<file path="config.mk">
export PLATFORM = sky130hd
export DESIGN_NAME = vga_color_arbiter
export DESIGN_NICKNAME = d
export VERILOG_FILES = /design/src/rtl/vga_color_arbiter.sv
export SDC_FILE = /design/constraint.sdc
export NUM_CORES = 1
export LEC_CHECK = 0
export ABC_AREA = 1
export BUFFER_PORTS_ARGS = -buffer_cell sky130_fd_sc_hd__buf_2
export CORE_ASPECT_RATIO = 1.75
export CORE_MARGIN = 5
export CORE_UTILIZATION = 54
export CTS_CLUSTER_DIAMETER = 100
export CTS_CLUSTER_SIZE = 28
export DETAILED_ROUTE_END_ITERATION = 6
export GPL_TIMING_DRIVEN = 1
export PLACE_DENSITY_LB_ADDON = 0.25
export SETUP_SLACK_MARGIN = 0.3
export SLEW_MARGIN = 20
export SYNTH_ARGS = -nofsm -noshare
export SYNTH_HDL_FRONTEND = slang
export SYNTH_SLANG_ARGS = --single-unit
</file>
<file path="constraint.sdc">
create_clock -name clk -period 3.7 [get_ports clk]
set_input_delay 0.925 -clock clk [delete_from_list [all_inputs] [get_ports clk]]
set_output_delay 0.925 -clock clk [all_outputs]
set_load 0.005 [all_outputs]
</file>
<file path="src/rtl/vga_color_arbiter.sv">
// Round-robin arbiter feeding the vga_gpu fill colour; one update is accepted per
// valid/ready handshake and only committed to `color` on the next frame_start pulse.
module vga_color_arbiter #(
  parameter int CHANNEL_BITS  = 4,
  parameter int CHANNEL_COUNT = 4,
  parameter int NUM_REQ       = 4,
  parameter int ID_BITS       = 2,
  parameter logic [CHANNEL_COUNT*CHANNEL_BITS-1:0] RESET_COLOR = '0
) (
  input  logic                                    clk,
  input  logic                                    aresetn,
  input  logic [NUM_REQ-1:0]                      req_valid,
  input  logic [NUM_REQ*CHANNEL_COUNT*CHANNEL_BITS-1:0] req_color,
  output logic [NUM_REQ-1:0]                      req_ready,
  input  logic                                    frame_start,
  output logic [CHANNEL_COUNT*CHANNEL_BITS-1:0]   color,
  output logic                                    pending,
  output logic [ID_BITS-1:0]                      grant_id
);

  localparam int COLOR_W = CHANNEL_COUNT * CHANNEL_BITS;

  logic [ID_BITS-1:0] ptr;
  logic [ID_BITS-1:0] ptr_nxt;
  logic [COLOR_W-1:0] pend_color;
  logic               next_pending;

  logic               found;
  logic [ID_BITS-1:0] win;
  logic [ID_BITS-1:0] idx;
  logic               accept;

  // Scan from ptr upward; the modulo keeps the index inside 0..NUM_REQ-1
  // even when NUM_REQ is not a power of two.
  always_comb begin
    found = 1'b0;
    win   = '0;
    idx   = '0;
    for (int k = 0; k < NUM_REQ; k++) begin
      idx = ID_BITS'((int'(ptr) + k) % NUM_REQ);
      if (!found && req_valid[idx]) begin
        found = 1'b1;
        win   = idx;
      end
    end
  end

  assign accept  = aresetn && !pending && found;
  assign ptr_nxt = (win == ID_BITS'(NUM_REQ - 1)) ? '0 : win + 1'b1;

  // State register: pending encodes IDLE (0) / HOLD (1).
  always_ff @(posedge clk) begin
    if (!aresetn) begin
      pending <= 1'b0;
    end else begin
      pending <= next_pending;
    end
  end

  // Next-state logic: an accept in IDLE takes priority over a coincident frame_start,
  // so a freshly latched colour always waits for the following frame.
  always_comb begin
    next_pending = pending;
    if (!pending) begin
      if (accept) begin
        next_pending = 1'b1;
      end
    end else if (frame_start) begin
      next_pending = 1'b0;
    end
  end

  // Output logic: ready depends only on valid, ptr and state.
  always_comb begin
    req_ready = '0;
    if (accept) begin
      req_ready = NUM_REQ'(1) << win;
    end
  end

  always_ff @(posedge clk) begin
    if (!aresetn) begin
      pend_color <= '0;
      grant_id   <= '0;
      ptr        <= '0;
    end else if (accept) begin
      pend_color <= req_color[win*COLOR_W +: COLOR_W];
      grant_id   <= win;
      ptr        <= ptr_nxt;
    end
  end

  always_ff @(posedge clk) begin
    if (!aresetn) begin
      color <= RESET_COLOR;
    end else if (pending && frame_start) begin
      color <= pend_color;
    end
  end

endmodule

</file>
==> impl_metrics.json <==
{
  "use_met1_pct": 27.0,
  "p_sw_mw": 1.32,
  "grt-ovfl-total": 0,
  "io_buffers": 93,
  "critPathKind": "in2out",
  "drive_gt1_share_pct": 24.3,
  "syn_area_sq_um": 2520,
  "wire_per_inst_microns": 11.8,
  "worstHoldPathType": "reg2reg",
  "n_antenna_cell": 0,
  "dr.pass1.iters": 4,
  "ys_top_cells_by_area": "dfxtp_1 29%, nand2_1 15%, inv_1 15%, nand3_1 11%, nand4_1 7.9%",
  "synth_cells": 425,
  "postLayoutCellArea_sq_um": 3120,
  "cts_tree": "yes",
  "use_met2_pct": 38.4,
  "synthMuxAreaShare_pct": 0,
  "period_needed_ns": 3.27,
  "finClkSkew_ns": 0.00327,
  "die_x_microns": 61.6,
  "grt_pass1_wl_microns": 11200,
  "cts_buffers": 5,
  "h-tree-depth": 2,
  "post_synth_and_or_nand_nor_area_fraction_pct": 40.6,
  "critPathArrivalTime_ns": 2.35,
  "final_cell_mix": "102 x nand2_1, 101 x inv_1, 93 x buf_2",
  "cts_root_buf": "clkbuf_8",
  "io_pins": 94,
  "ys_types": 23,
  "critPathLaunchType": "input port",
  "synth_top_family_by_area": "simple AND/OR/NAND/NOR gates",
  "initial_utilization_pct": 54.5,
  "nFillCells": 482,
  "grt.total_usage_pct": 22.8,
  "setup_tns_ns": 0,
  "clk_pin_slew_ns": 0.07,
  "cts.sinks": 37,
  "seq_power_share_pct": 22.1,
  "clock_path_buffers": 2,
  "end_kind": "primary output",
  "slew_headroom_pct": 60.9,
  "hold_viol_final": 0,
  "layout.nets": 585,
  "synthAdderAreaFrac_pct": 0.497,
  "wirelength_microns": 6670,
  "via_per_inst": 5.09,
  "maxSlewViolCount": 0,
  "p_int_mw": 1.40,
  "worst_pin_slew_ns": 0.586,
  "first_global_vias": 2631,
  "grt_max_degree": 34,
  "num_rows": 33,
  "setup_violations": 0,
  "status": "complete, no violations",
  "syn_avg_cell_area_sq_um": 5.93,
  "insertion_delay_ns": 0.28,
  "synth-seq-area-share_pct": 29.4,
  "synth_top_cell_by_area": "dfxtp_1",
  "peakVddDrop_uv": 795,
  "ant_nets": 0,
  "maxCapViolations": 0,
  "hold_ws_ns": 0.451,
  "die_h_microns": 100,
  "p_sw_share_pct": 48.6,
  "synth-compound-area-share_pct": 8.00,
  "power.density_nw_per_um2": 872,
  "p_clk_share_pct": 13.0,
  "regArea_sq_um": 742,
  "top_usage_layer": "met2",
  "synth_fp_nets": 497,
  "synth-seq-cells": 37,
  "fmax_ghz": 0.306,
  "place_hpwl_microns": 5130,
  "grt_use_met3_pct": 3.99,
  "antenna_found_initial": 0,
  "power_leakage_nw": 1.95,
  "area_delta_synth_final_pct": 23.9,
  "synthXorXnorAreaFrac_pct": 0,
  "coreArea_sq_um": 4620,
  "multiInputGateArea_sq_um": 1240,
  "fin_crit_sh_pct": 88.4,
  "dieArea_sq_um": 6180,
  "pwr-share-comb_pct": 64.9,
  "drc_errors": 0,
  "place_congestion": 0.910,
  "place_area_sq_um": 2970,
  "vias": 2879,
  "crit_path_max_fanout": 10,
  "ys_warn_count": 0,
  "rsz0062_at_grt": "false",
  "drt_iter0_drc": 87,
  "cp.required_ns": 2.77,
  "synth_top_area_share_pct": 29.4,
  "layout_commonest_cell": "nand2_1"
}
-- power groups by stage --
stage / Clock (mW) / Sequential (mW) / Combinational [mW]
floorplan: 0 / 0.584 / 1.39
global route: 0.378 / 0.615 / 1.99
global placement: 0 / 0.605 / 1.61
detailed placement: 0 / 0.607 / 1.65
CTS: 0.361 / 0.599 / 1.66
finish: 0.353 / 0.600 / 1.77
-- state kept, by name, summed over array words and instances (netlist names) --
name / cells
color: 16
pend_color: 16
ptr: 2
pending: 1
grant_id: 2
-- final timing paths --
kind,startpoint,end,slack (ns),depth (start not counted)
worst max register to register,ptr[0],pend_color[12],1.46,16
worst max-delay path,req_valid[3],req_ready[3],0.43,12
worst min-delay path,pend_color[6],color[6],0.45,2
worst min register to register,pend_color[6],color[6],0.45,2
-- worst max-delay path, cell delays in order --
cell and delay (ns):
buf_2 0.10, inv_1 0.06, nand2_1 0.07, nand3_1 0.12, nand2_1 0.13, nor2_4 0.18, nand3_1 0.12, nand3_2 0.22
ha_1 0.19, inv_1 0.04, nor2_1 0.08, buf_2 0.12
-- cell families after synthesis --
family	Yosys count
adders and majority gates	1
and+or+nand+nor	218
AOI/OAI and AO/OA	39
buffers and inverters	130
DFF	37
-- final cells by class --
| cell class | count | share of cell area [%] |
|---|---|---|
| multi-input cells | 258 | 39.7 |
| inverters | 105 | 12.7 |
| flip-flops and latches | 37 | 23.8 |
| repair buffers | 106 | 18.0 |
| clock buffers | 7 | 2.77 |
| clock inverters | 1 | 0.962 |
| well taps | 52 | 2.09 |
-- timing repair --
action	4_1_cts	5_1_grt
buffers inserted	0	5
hold buffers	0	0
gates resized for setup	0	1
setup endpoints to repair	0	3
-- cells in the mapped netlist, drive strengths merged --
cell    number
a21oi       11
dfxtp       37
o21ai       25
nand3       60
nand4       32
buf         21
inv        105
a31oi        1
o31ai        1
nor2        23
clkbuf       4
ha           1
o211ai       1
nand2      103
-- per-stage QoR --
stage	utilization [%]	instances	power (mW)	setup slack [ns]
final	67.5	566	2.72	0.428
after floorplan	-	425	1.98	0.699
after global routing	67.5	566	2.99	0.305
after detailed placement	64.1	553	2.25	0.402
after global placement	64.1	553	2.21	0.470
after CTS	66.6	561	2.62	0.399
-- metal layers --
layer,vias to the layer above,wire length (microns)
li1,1493,-
met1,1272,2590
met2,100,3510
met3,14,405
met4,0,164
met5,-,0
Power figures use the tool's default switching activity.
